`src/rtl/dmem_bus_pkg.sv`:
```
// Shared definitions for the SRAM-like split address/data bus bridges.
// The data-side and instruction-side bridges both use this package.
package dmem_bus_pkg;

  typedef enum logic [1:0] {
    IDLE = 2'd0,
    ADDR = 2'd1,
    DATA = 2'd2,
    DONE = 2'd3
  } bus_state_e;

  localparam logic [1:0] SIZE_BYTE = 2'd0;
  localparam logic [1:0] SIZE_HALF = 2'd1;
  localparam logic [1:0] SIZE_WORD = 2'd2;

  // Masks the core never emits fall back to a full word.
  function automatic logic [1:0] strb_to_size(input logic [3:0] strb);
    case (strb)
      4'b0001, 4'b0010, 4'b0100, 4'b1000: strb_to_size = SIZE_BYTE;
      4'b0011, 4'b1100:                   strb_to_size = SIZE_HALF;
      default:                            strb_to_size = SIZE_WORD;
    endcase
  endfunction

endpackage

```
`src/rtl/dmem_sram_bridge_if.sv`:
```
// SRAM-like split address/data bus between the bridge (master) and the
// data-side arbiter or cache (slave).
interface dmem_sram_bridge_if #(
  parameter int ADDR_W = 32,
  parameter int DATA_W = 32
);
  logic                  bus_req;
  logic                  bus_wr;
  logic [1:0]            bus_size;
  logic [ADDR_W-1:0]     bus_addr;
  logic [DATA_W/8-1:0]   bus_wstrb;
  logic [DATA_W-1:0]     bus_wdata;
  logic                  bus_addr_ok;
  logic                  bus_data_ok;
  logic [DATA_W-1:0]     bus_rdata;

  modport master (
    output bus_req, bus_wr, bus_size, bus_addr, bus_wstrb, bus_wdata,
    input  bus_addr_ok, bus_data_ok, bus_rdata
  );

  modport slave (
    input  bus_req, bus_wr, bus_size, bus_addr, bus_wstrb, bus_wdata,
    output bus_addr_ok, bus_data_ok, bus_rdata
  );
endinterface

```
`src/rtl/dmem_sram_bridge.sv`:
```
// Turns the core's single-cycle data request into one SRAM-like bus
// transaction and stalls the core's M stage until the response returns.
module dmem_sram_bridge
  import dmem_bus_pkg::*;
#(
  parameter int ADDR_W = 32,
  parameter int DATA_W = 32
) (
  input  logic                clk,
  input  logic                rst,
  input  logic                data_en,
  input  logic [DATA_W/8-1:0] memen,
  input  logic [ADDR_W-1:0]   addr,
  input  logic [DATA_W-1:0]   wdata,
  output logic [DATA_W-1:0]   rdata,
  output logic                data_stall,
  input  logic                longest_stall,
  dmem_sram_bridge_if.master  bus
);

  bus_state_e          state_q;
  logic                req_q;
  logic                wr_q;
  logic [1:0]          size_q;
  logic [ADDR_W-1:0]   addr_q;
  logic [DATA_W/8-1:0] wstrb_q;
  logic [DATA_W-1:0]   wdata_q;
  logic [DATA_W-1:0]   rdata_q;

  logic                wr_d;
  logic [1:0]          size_d;
  logic [ADDR_W-1:0]   addr_d;
  logic [DATA_W/8-1:0] wstrb_d;

  // Reads are always word-sized and word-aligned; the core extracts lanes.
  assign wr_d    = |memen;
  assign size_d  = wr_d ? strb_to_size(memen[3:0]) : SIZE_WORD;
  assign addr_d  = wr_d ? addr : {addr[ADDR_W-1:2], 2'b00};
  assign wstrb_d = wr_d ? memen : '0;

  always_ff @(posedge clk) begin
    if (rst) begin
      state_q <= IDLE;
      req_q   <= 1'b0;
      wr_q    <= 1'b0;
      size_q  <= 2'd0;
      addr_q  <= '0;
      wstrb_q <= '0;
      wdata_q <= '0;
      rdata_q <= '0;
    end else begin
      case (state_q)
        IDLE: begin
          if (data_en) begin
            state_q <= ADDR;
            req_q   <= 1'b1;
            wr_q    <= wr_d;
            size_q  <= size_d;
            addr_q  <= addr_d;
            wstrb_q <= wstrb_d;
            wdata_q <= wdata;
          end
        end
        // Once issued, the request runs to completion even if data_en drops.
        ADDR: begin
          if (bus.bus_addr_ok) begin
            req_q <= 1'b0;
            if (bus.bus_data_ok) begin
              state_q <= DONE;
              if (!wr_q) rdata_q <= bus.bus_rdata;
            end else begin
              state_q <= DATA;
            end
          end
        end
        DATA: begin
          if (bus.bus_data_ok) begin
            state_q <= DONE;
            if (!wr_q) rdata_q <= bus.bus_rdata;
          end
        end
        DONE: begin
          if (!longest_stall) state_q <= IDLE;
        end
        default: state_q <= IDLE;
      endcase
    end
  end

  assign data_stall    = ((state_q == IDLE) && data_en) ||
                         (state_q == ADDR) || (state_q == DATA);
  assign rdata         = rdata_q;
  assign bus.bus_req   = req_q;
  assign bus.bus_wr    = wr_q;
  assign bus.bus_size  = size_q;
  assign bus.bus_addr  = addr_q;
  assign bus.bus_wstrb = wstrb_q;
  assign bus.bus_wdata = wdata_q;

endmodule

```
`src/flat_wrapper.sv`:
```
// flat-port wrapper written by rule: the top's interface ports become plain ports
module dmem_sram_bridge_flat import dmem_bus_pkg::*;
#(
  parameter int ADDR_W = 32,
  parameter int DATA_W = 32
)
  (clk, rst, data_en, memen, addr, wdata, rdata, data_stall, longest_stall, bus_bus_req, bus_bus_wr, bus_bus_size, bus_bus_addr, bus_bus_wstrb, bus_bus_wdata, bus_bus_addr_ok, bus_bus_data_ok, bus_bus_rdata);
  dmem_sram_bridge_if #(.ADDR_W(ADDR_W), .DATA_W(DATA_W)) bus_i ();
  input  logic clk;
  input  logic rst;
  input  logic data_en;
  input  logic [DATA_W/8-1:0] memen;
  input  logic [ADDR_W-1:0] addr;
  input  logic [DATA_W-1:0] wdata;
  output logic [DATA_W-1:0] rdata;
  output logic data_stall;
  input  logic longest_stall;
  output wire logic [$bits(bus_i.bus_req)-1:0] bus_bus_req;
  output wire logic [$bits(bus_i.bus_wr)-1:0] bus_bus_wr;
  output wire logic [$bits(bus_i.bus_size)-1:0] bus_bus_size;
  output wire logic [$bits(bus_i.bus_addr)-1:0] bus_bus_addr;
  output wire logic [$bits(bus_i.bus_wstrb)-1:0] bus_bus_wstrb;
  output wire logic [$bits(bus_i.bus_wdata)-1:0] bus_bus_wdata;
  input wire logic [$bits(bus_i.bus_addr_ok)-1:0] bus_bus_addr_ok;
  input wire logic [$bits(bus_i.bus_data_ok)-1:0] bus_bus_data_ok;
  input wire logic [$bits(bus_i.bus_rdata)-1:0] bus_bus_rdata;
  assign bus_bus_req = bus_i.bus_req;
  assign bus_bus_wr = bus_i.bus_wr;
  assign bus_bus_size = bus_i.bus_size;
  assign bus_bus_addr = bus_i.bus_addr;
  assign bus_bus_wstrb = bus_i.bus_wstrb;
  assign bus_bus_wdata = bus_i.bus_wdata;
  assign bus_i.bus_addr_ok = bus_bus_addr_ok;
  assign bus_i.bus_data_ok = bus_bus_data_ok;
  assign bus_i.bus_rdata = bus_bus_rdata;
  dmem_sram_bridge #(.ADDR_W(ADDR_W), .DATA_W(DATA_W)) u_core (.clk(clk), .rst(rst), .data_en(data_en), .memen(memen), .addr(addr), .wdata(wdata), .rdata(rdata), .data_stall(data_stall), .longest_stall(longest_stall), .bus(bus_i));
endmodule
```
`config.mk`:
```
export PLATFORM = sky130hd
export DESIGN_NAME = dmem_sram_bridge_flat
export DESIGN_NICKNAME = d
export VERILOG_FILES = /design/src/rtl/dmem_bus_pkg.sv /design/src/rtl/dmem_sram_bridge_if.sv /design/src/rtl/dmem_sram_bridge.sv /design/src/flat_wrapper.sv
export SDC_FILE = /design/constraint.sdc
export NUM_CORES = 1
export LEC_CHECK = 0
export ABC_AREA = 1
export BUFFER_PORTS_ARGS = -buffer_cell sky130_fd_sc_hd__buf_2
export CAP_MARGIN = 20
export CORE_MARGIN = 2
export CORE_UTILIZATION = 35
export DETAILED_ROUTE_END_ITERATION = 7
export PLACE_DENSITY_LB_ADDON = 0.3
export SYNTH_ARGS = -nofsm -noshare
export SYNTH_HDL_FRONTEND = slang
export SYNTH_SLANG_ARGS = --single-unit
export TNS_END_PERCENT = 50
```
`constraint.sdc`:
```
create_clock -name clk -period 2.1 [get_ports clk]
set_input_delay 0.21 -clock clk [delete_from_list [all_inputs] [get_ports clk]]
set_output_delay 0.21 -clock clk [all_outputs]
set_load 0.05 [all_outputs]
```
# After elaboration in Yosys (flattened, before gate mapping)
# Cells that the tools add are included.
dict set report classes {
  reduce_logical 13
  mux 17
  eq_ne 13
}
# cell n
set op_table {}
lappend op_table {{$mux 32} 3}
lappend op_table {{$pmux 32 s2} 1}
lappend op_table {{$mux 2} 6}
lappend op_table {{$eq 4x2->1 const B} 2}
lappend op_table {{$eq 4x4->1 const B} 2}
lappend op_table {{$ne 2x2->1 const B} 4}
lappend op_table {{$pmux 2 s4} 1}
lappend op_table {{$reduce_or 4->1} 2}
lappend op_table {{$eq 2x2->1 const B} 2}
lappend op_table {{$eq 4x1->1 const B} 1}
lappend op_table {{$eq 4x3->1 const B} 1}
lappend op_table {{$mux 4} 1}
lappend op_table {{$pmux 2 s2} 1}
lappend op_table {{$reduce_and 2->1} 2}
lappend op_table {{$reduce_and 4->1} 1}
lappend op_table {{$reduce_bool 2->1} 2}
lappend op_table {{$mux 1} 3}
lappend op_table {{$reduce_and 3->1} 1}
lappend op_table {{$eq 2x1->1 const B} 1}
lappend op_table {{$logic_not 2->1} 1}
lappend op_table {{$logic_or 1x1->1} 2}
lappend op_table {{$pmux 1 s2} 1}
lappend op_table {{$reduce_or 2->1} 1}
lappend op_table {{$logic_and 1x1->1} 1}
dict set report totals {
  wordCells 51
  ff_bits 106
  out_inout_bits 105
  in_bits 106
}

# Longest topological paths before layout
# Gate-level depths: netlist of run 1.
dict set report logic_depth {
  ltp_word 4
  mapped_depth 9
  mapped_depth_nobuf 8
}

# Worst setup path before layout of run 1
# Ideal clock, no wire load.
dict set report synth_timing {
  kind {flip-flop to output port}
  start {reg u_core.state_q[0]}
  end {out data_stall}
  path_slack_ns 0.630
  n_path_buf 1
  arrival_ns 1.260
  required_time_ns 1.890
  stages_incl_launch_ff 6
  path_cell_list {dfxtp_1 -> inv_1 -> ha_1 -> nand2_2 -> buf_2 -> nand2_1}
}
dict set report synth_via {
  elab_chain_cells 4
  elab_cells_between_ends 6
  cone_classes {eq/ne (2); reduce/logical (4)}
}
# item line
set synth_lines {}
lappend synth_lines {{start, declared} dmem_sram_bridge.sv:21} ;# bus_state_e state_q;
lappend synth_lines {{start signal, assigned} dmem_sram_bridge.sv:43} ;# state_q <= IDLE;
lappend synth_lines {{start signal, assigned} dmem_sram_bridge.sv:55} ;# state_q <= ADDR;
lappend synth_lines {{start signal, assigned} dmem_sram_bridge.sv:69} ;# state_q <= DONE;
lappend synth_lines {{$logic_not 2->1} dmem_sram_bridge.sv:90} ;# assign data_stall = ((state_q == IDLE) && data_en) ||
lappend synth_lines {{$logic_and 1x1->1} dmem_sram_bridge.sv:90}
lappend synth_lines {{$logic_or 1x1->1} dmem_sram_bridge.sv:90}
lappend synth_lines {{$logic_or 1x1->1 (*)} dmem_sram_bridge.sv:91} ;# (state_q == ADDR) || (state_q == DATA);
lappend synth_lines {{end, declared} flat_wrapper.sv:16} ;# output logic data_stall;
# Mark *: on every way between the ends. The rest lies on a longest branch, timed or not.

# Worst setup path after layout of run 1
# Same ends and word-level chain as after synthesis.

==> results of run 1 <==
-- kinds of logic (layout without fill, tap and decap cells) --
kind of cell,after synthesis,after routing,synth area share [%]
adder cells (fa/ha/maj),4,4,1.31
flip-flops,106,106,55.6
buffers and inverters,41,239,5.38
AO/OA/AOI/OAI,106,106,13.9
AND/OR/NAND/NOR,235,235,23.8
-- state kept, by name, summed over array words and instances (netlist names) --
| register | cells |
|---|---|
| u_core.bus.bus_wdata | 32 |
| u_core.state_q | 2 |
| u_core.bus.bus_size | 2 |
| u_core.bus.bus_wstrb | 4 |
| u_core.rdata | 32 |
| u_core.bus.bus_req | 1 |
| u_core.bus.bus_wr | 1 |
| u_core.bus.bus_addr | 32 |
-- routing by layer --
layer  up-vias  track usage [%]  share of wire, %
met5         -                0                 0
met4         0             6.04               1.4
met3        11             5.79               9.2
met2       133             28.7                48
met1      1696             18.3                42
li1       1953                -                 -
-- area by class of cell --
type	instances	share of cell area (%)
clock buffers	11	2.77
clock inverters	1	0.0980
inverters	11	0.833
multi-input cells	345	29.2
flip-flops and latches	106	41.6
well taps	140	3.43
repair buffers	216	22.1
-- layout by cell type (no fill, tap or decap) --
master	instances
sky130_fd_sc_hd__buf_2	210
sky130_fd_sc_hd__nor2_1	207
sky130_fd_sc_hd__dfxtp_1	106
sky130_fd_sc_hd__o21ai_0	90
sky130_fd_sc_hd__nand2_1	15
sky130_fd_sc_hd__o21ai_1	11
sky130_fd_sc_hd__clkbuf_8	10
sky130_fd_sc_hd__inv_1	8
sky130_fd_sc_hd__nand3_1	7
sky130_fd_sc_hd__a21oi_1	5
sky130_fd_sc_hd__ha_1	4
sky130_fd_sc_hd__buf_4	3
sky130_fd_sc_hd__nand2_2	2
sky130_fd_sc_hd__clkinv_2	2
sky130_fd_sc_hd__inv_2	2
sky130_fd_sc_hd__buf_12	2
sky130_fd_sc_hd__nand3b_1	1
sky130_fd_sc_hd__nor2_2	1
sky130_fd_sc_hd__nand3_2	1
sky130_fd_sc_hd__nor3_1	1
sky130_fd_sc_hd__clkbuf_1	1
sky130_fd_sc_hd__buf_8	1
-- worst reg2reg max path, stage by stage (launching register included) --
cell	delay, ns
sky130_fd_sc_hd__dfxtp_1	0.41
sky130_fd_sc_hd__inv_1	0.11
sky130_fd_sc_hd__ha_1	0.30
sky130_fd_sc_hd__inv_1	0.05
sky130_fd_sc_hd__nor2_2	0.08
sky130_fd_sc_hd__nand3_2	0.08
sky130_fd_sc_hd__inv_2	0.40
sky130_fd_sc_hd__nor2_1	0.11
sky130_fd_sc_hd__nor2_1	0.12
-- per-stage QoR --
step / cell area, um2 / power [mW] / hold WS (ns)
final: 5100 / 8.18 / 0.0911
after global routing: 5100 / 8.74 / 0.0726
after CTS: 5100 / 8.28 / 0.0668
after detailed placement: 4950 / 7.22 / 0.453
after global placement: 4950 / 7.13 / 0.443
after floorplan: 3820 / 6.27 / 0.279
-- worst min path at each step --
stage                                 from                     end  slack (ns)  cells after the start
after floorplan                        rst  u_core.bus.bus_addr[0]        0.28                      1
after global placement    bus_bus_rdata[6]         u_core.rdata[6]        0.44                      3
after detailed placement  bus_bus_rdata[5]         u_core.rdata[5]        0.45                      3
after CTS                 bus_bus_rdata[5]         u_core.rdata[5]        0.07                      3
after global routing      bus_bus_rdata[1]         u_core.rdata[1]        0.07                      3
final                     bus_bus_rdata[5]         u_core.rdata[5]        0.09                      3
-- where the power goes --
part	switching [mW]	internal, mW
clock	0.602	0.437
sequential	0.284	2.59
combinational	3.26	1.01
==> metrics list, run 1 <==
- DRC violations left: 0
- In this run the remaining antenna-violating nets after routing total 0.
* Final cell count without fillers: slightly above 800
* Final number of setup-violating endpoints: 0
- End point of the critical path: data_stall
- After detailed routing, the average wire length per cell comes to about 12 um.
* Number of global-route vias before repair: 3383
* Reg clk slew, reported paths: about 0.08 ns
- Initial standard-cell utilization of the core: 35.5%
- Result of the run: completed
- Commonest cells in the synthesized netlist: sky130_fd_sc_hd__nor2_1 (207), sky130_fd_sc_hd__dfxtp_1 (106), sky130_fd_sc_hd__o21ai_0 (90)
- Post-detail-place hpwl: 7150 um
- Among all flip-flop cells after synthesis, the most frequent one is sky130_fd_sc_hd__dfxtp_1.
* Worst path setup slack after routing: 0.172 ns
* EDFF count, synth: 0
- Setup repair after global routing left no endpoint under its margin.
- Netlist area before placement: 3820 um2
- Leftover overflow at the end of global routing: 0
* DRC violation total after the first TritonRoute iteration: a little under 200
* Hold-fix buffers, CTS: 0
- The clock arrives with about 0.0057 ns of skew.
- Max Fclk: 519 MHz
* Die H: about 110 um
- Leading cell types by total area after synthesis: sky130_fd_sc_hd__dfxtp_1 (56%), sky130_fd_sc_hd__nor2_1 (20%), sky130_fd_sc_hd__o21ai_0 (12%), sky130_fd_sc_hd__buf_2 (1.7%), sky130_fd_sc_hd__nand2_1 (1.5%)
- The initialized floorplan defines 38 standard-cell rows.
* Cell-by-cell trace of the critical path: inv_1 > ha_1 > nand2_2 > buf_8 > nand2_1 > buf_2
- approximately 210 I/O pins were placed.
- Pin count of the biggest net entering global routing: 93
* Placed cell count: 818
* CTS Sinks: 106
- Pwr/cell area: ~1600 nW/um2
- Slew @ Worst Pin: around 0.52 ns
- The clock tree synthesis step divided the H-tree into 3 levels.
- After clock tree synthesis, the setup repair step added 0 buffers.
- After filler insertion, the fill cell instance count of the layout stands at approximately 1100.
- The setup check on the worst reg-to-reg path leaves a slack of between 0.3 and 0.4 ns.
* Number of nets in the synthesized netlist: ~600
- Net count of the finished layout: around 800
- For this run, the number of Yosys warnings is 0.
- Path category of the worst min-delay check: input port to flip-flop
- Bufs and invs on worst path: 3
- Worst IR drop on VDD: between 0.0005 and 0.0006 V
* Clk buf depth: 2
- Area fraction of the dominant cell type after synthesis: 55.6%
- Total stage count of the critical path: 6
- For this run, the share of the core covered by cells in the final layout is a little under half.
- Average size of a mapped cell: 7.76 um2
- Worst Setup Slack post-DPL: about 0.4 ns
- The final count of hold timing violations is 0.
- R2R Path Start: u_core.state_q[0]
* Total number of vias: roughly 3800
- Area Growth Syn to Fin: 33.7%
- In this run the tightest slew margin relative to its limit is 65.1%.
- Final period demand of the worst path: a little under 2 ns
- CP Launch Type: flip-flop
- Of all cell types, the one taking the most synthesized area is sky130_fd_sc_hd__dfxtp_1.
- Number of instances resized during post-cts repair: 0
- Die extent in x: 108 um
* Final weighted congestion in routability-driven placement: between 0.7 and 0.8
- 0 antenna diodes ended up in the layout.
* Final-report max-slew violation count: 0
* Slowest cell on the critical path: sky130_fd_sc_hd__dfxtp_1
- CTS Root Cell: sky130_fd_sc_hd__clkbuf_8
- CTS tree: built
* TritonCTS buffer count: 9
* Share of final-layout standard cells stronger than drive strength 1: about a third
- The later pin in the worst-skew pair is clocked with a latency of around 0.35 ns.
* Area taken by multi-input logic gates: ~1500 um2
* Via count normalized by instance count: 4.57
- Of all nets on the critical path, the largest fanout is 37.
- The first global-routing pass estimated 15200 um of wire.
- The count of buffers added on input and output ports is between 200 and 250.
- Critical path's largest stage delay: 0.41 ns
- Number of iterations in the first detailed-routing pass: 4
* Category of the worst setup path capture point: output pin
* CP delay by family, top: buffers and inverters
* Total Neg Setup Slack: 0 ns
* Final wirelength: roughly 10000 um
- Required time of the critical path: around 1.9 ns
- Standard cell core area: between 10000 and 15000 um2
- The critical path is of the flip-flop to output pin type.
- Gr usage total: 16.4%
- Across the whole layout, storage elements account for ~2100 um2.
- Seq/Total Area, Yosys: ~56%
* Fin crit share: 91.8%
- After synthesis, the netlist uses 20 different library cells.
- The tool flagged a number of max-cap violations equal to 0.
* #FFs+latches synth: about 110
- Pleak: ~2.6 nW
- The die covers 11800 um2.
* Reg2reg end: u_core.rdata[29]
- CP Launch Point: u_core.state_q[0]
* Antenna violations before repair: 0
* Most repeated cell in the gate-level netlist after synthesis: sky130_fd_sc_hd__nor2_1
- Synth async-reset ratio: 0%
- Measured in cells, the most critical reg-to-reg path has a length of 8.
- Worst endpoint data arrival time: approximately 1.7 ns
* Cell count after synthesis: approximately 490
Note: power is estimated with default switching activity, not from simulation.
==> inputs of run 2 (changes only) <==
--- a/config.mk
+++ b/config.mk
@@ -9,7 +9,7 @@
 export BUFFER_PORTS_ARGS = -buffer_cell sky130_fd_sc_hd__buf_2
 export CAP_MARGIN = 20
 export CORE_MARGIN = 2
-export CORE_UTILIZATION = 35
+export CORE_UTILIZATION = 47
 export DETAILED_ROUTE_END_ITERATION = 7
 export PLACE_DENSITY_LB_ADDON = 0.3
 export SYNTH_ARGS = -nofsm -noshare
==> constraint.sdc (replaced) <==
create_clock -name clk -period 2.5 [get_ports clk]
set_input_delay 0.25 -clock clk [delete_from_list [all_inputs] [get_ports clk]]
set_output_delay 0.25 -clock clk [all_outputs]
set_load 0.05 [all_outputs]
==> metrics list, run 2 (synthesis results as in run 1) <==
- The run finished with clean final reports.
- The maximum buffer depth of the clock tree came to 2 (unchanged).
* DRC violation total after the first TritonRoute iteration: 135 (-31%)
* Final period demand of the worst path: 2.25 ns
* Share of final-layout standard cells stronger than drive strength 1: 34.2% (+0.34 points)
- The via count of the first global-routing pass was 3584 (+5.9%).
- The detailed-placement wirelength estimate was 7180 um (+0.38%).
* Reg clk slew, reported paths: 0.09 ns (about the same)
- Initial standard-cell utilization of the core: 48.9% (+13 points)
- CP Launch Type: flip-flop
- The final sum of negative setup slack is 0 ns (unchanged).
* Placement Cell Area: 4890 um2 (-1.3%)
* CTS Sinks: 106 (unchanged)
- In this run the worst setup path begins at u_core.state_q[0].
- Register-to-register path setup slack: 0.69 ns (+0.31 ns)
- Cell-by-cell trace of the critical path: inv_1 > ha_1 > nand2_2 > buf_4 > nand2_1 > buf_2
* Die extent in x: 94.1 um (-13%)
* Number of instances resized during post-cts repair: 0 (unchanged)
- Buffer count from post-CTS setup fixing: 0 (unchanged)
- Worst Setup Slack post-DPL: 0.634 ns (+0.230 ns)
- Most frequent cells in the layout: sky130_fd_sc_hd__buf_2 (210), sky130_fd_sc_hd__nor2_1 (207), sky130_fd_sc_hd__dfxtp_1 (106)
* Area Growth Syn to Fin: 32.7%
- Worst-skew pair later-pin latency: 0.36 ns (about the same)
- TritonCTS built the clock tree.
- In this run the worst setup path terminates at data_stall.
* Number of standard-cell rows in the floorplan: 32 (-16%)
- Gr usage total: 21.8% (+5.4 points)
- Total number of vias: 3796 (+0.079%)
* Crit Path Class: flip-flop to output pin
- The total power divided by cell area is 1370 nW/um2 (-15%).
* Required time of the critical path: 2.25 ns (+0.36 ns)
- The transition at the pin with the smallest max-transition slack was 0.589 ns (+0.0666 ns).
- The depth of the worst register-to-register path was 7 (-1).
- The library cell used most frequently in the layout, excluding fill and tap cells, is sky130_fd_sc_hd__buf_2.
- Hold-fix buffers, CTS: 0 (unchanged)
- The maximum fanout along the worst path is 70 (+89%).
* Smallest hold slack: 0.132 ns (+0.0405 ns)
- The detailed-route DRC error count was 0 (unchanged).
* Filler Cells Inserted: 720 (-37%)
* Pleak: 2.55 nW (about the same)
- The net count reported at finish came to 797 (-0.25%).
- # IOs: 211 (unchanged)
- Worst path setup slack after routing: 0.247 ns (+0.0758 ns)
* Critical path's largest stage delay: 0.50 ns (+0.09 ns)
* Global-route wire length before repair: 15300 um (+0.45%)
- The post-detailed-route via-to-cell ratio is 4.77 (+4.5%).
- Reported max-cap violation count: 0 (unchanged)
* Pin count of the biggest net entering global routing: 71 (-24%)
* Residual antenna-violating net count after detailed routing: 0 (unchanged)
- The vertical extent of the die is 94.1 um (-13%).
- Area enclosed by the die boundary: 8860 um2 (-25%)
- The tree is rooted in a sky130_fd_sc_hd__clkbuf_8.
- Final-report max-slew violation count: 0 (unchanged)
- The number of detailed-route iterations in the first pass came to 4 (unchanged).
- The slowest stage of the critical path belongs to the cell sky130_fd_sc_hd__buf_4.
- Worst IR drop on VDD: 0.000656 V (+11%)
- The count of final setup violators is 0 (unchanged).
- The number of buffers inserted by port buffering was 210 (unchanged).
- Worst max-slew margin expressed relative to the limit: 60.7% (-4.4 points)
- CTS H-Tree Depth: 3 (unchanged)
* Reg2reg end: u_core.bus.bus_wdata[24]
- Path category of the worst min-delay check: input port to flip-flop
- The arrival time of data at the critical path endpoint is 2.00 ns (+0.28 ns).
- Final worst clock skew: 0.0109 ns (+0.00521 ns)
- Leftover overflow at the end of global routing: 0 (unchanged)
- Standard cell core area: 7810 um2 (-27%)
- The worst path uses between 90% and 100% of the clock period.
* Antenna violations before repair: 1 (+1)
* Setup repair after global routing missed its margin: no
- Final Hold Fails: 0 (unchanged)
- The global placement routability congestion was 0.724 (+1.3%).
- The wire length after detailed routing is 9880 um (-1.7%).
- The total CTS buffers was 9 (unchanged).
- The total non-filler cell area in the finished layout was 5070 um2 (-0.74%).
- Average routed wire per standard cell: 12.4 um (+2.7%)
- Derived from the worst setup path, the maximum achievable clock frequency is 444 MHz.
- R2R Path Start: u_core.state_q[0]
- The worst setup path is captured at an output pin.
run 2: through the flow:
stage	util (%)	power [mW]	std cells
3_5_place_dp	62.6	6.04	778
2_1_floorplan	-	5.26	492
4_1_cts	64.9	6.99	794
6_report	64.9	6.92	795
3_3_place_gp	62.6	5.95	778
5_1_grt	64.9	7.36	794
run 2: worst min path at each step:
stage / slack, ns / to / startpoint / depth (start not counted)
2_1_floorplan: 0.32 / u_core.bus.bus_addr[0] / rst / 1
3_3_place_gp: 0.45 / u_core.bus.bus_addr[0] / u_core.bus.bus_addr[0] / 2
3_5_place_dp: 0.46 / u_core.bus.bus_addr[0] / u_core.bus.bus_addr[0] / 2
4_1_cts: 0.12 / u_core.rdata[5] / bus_bus_rdata[5] / 3
5_1_grt: 0.13 / u_core.rdata[2] / bus_bus_rdata[2] / 3
6_report: 0.13 / u_core.rdata[5] / bus_bus_rdata[5] / 3
run 2: final cells by class:
class	count	area, um2	share of cell area [%]
Sequential cell	106	2120	41.9
Tap cell	102	128	2.52
Multi-Input combinational cell	345	1490	29.4
Clock buffer	9	124	2.44
Clock inverter	7	52.6	1.04
Inverter	11	42.5	0.840
Antenna cell	1	2.50	0.0494
Timing Repair Buffer	214	1110	21.8
run 2: worst max-delay path: cells and delay by family, from the launching register on:
kind | cells | cell delay, ns
flip-flops | 1 | 0.41
adder cells (fa/ha/maj) | 1 | 0.24
buffers and inverters | 3 | 0.83
AND/OR/NAND/NOR | 2 | 0.17
run 2: layer usage:
metal  global-route usage, %  vias up  part of all wire (%)  wire length, um
met5                       0        -                     0                0
met1                    21.1     1688                    38             3780
li1                        -     1954                     -                -
met3                    7.46       10                   9.3              918
met2                    42.0      144                    51             5040
met4                    7.97        0                   1.3              132
run 2: power by group:
group | switching (mW) | internal, mW
sequential | 0.238 | 2.18
combinational | 2.73 | 0.824
clock | 0.579 | 0.370
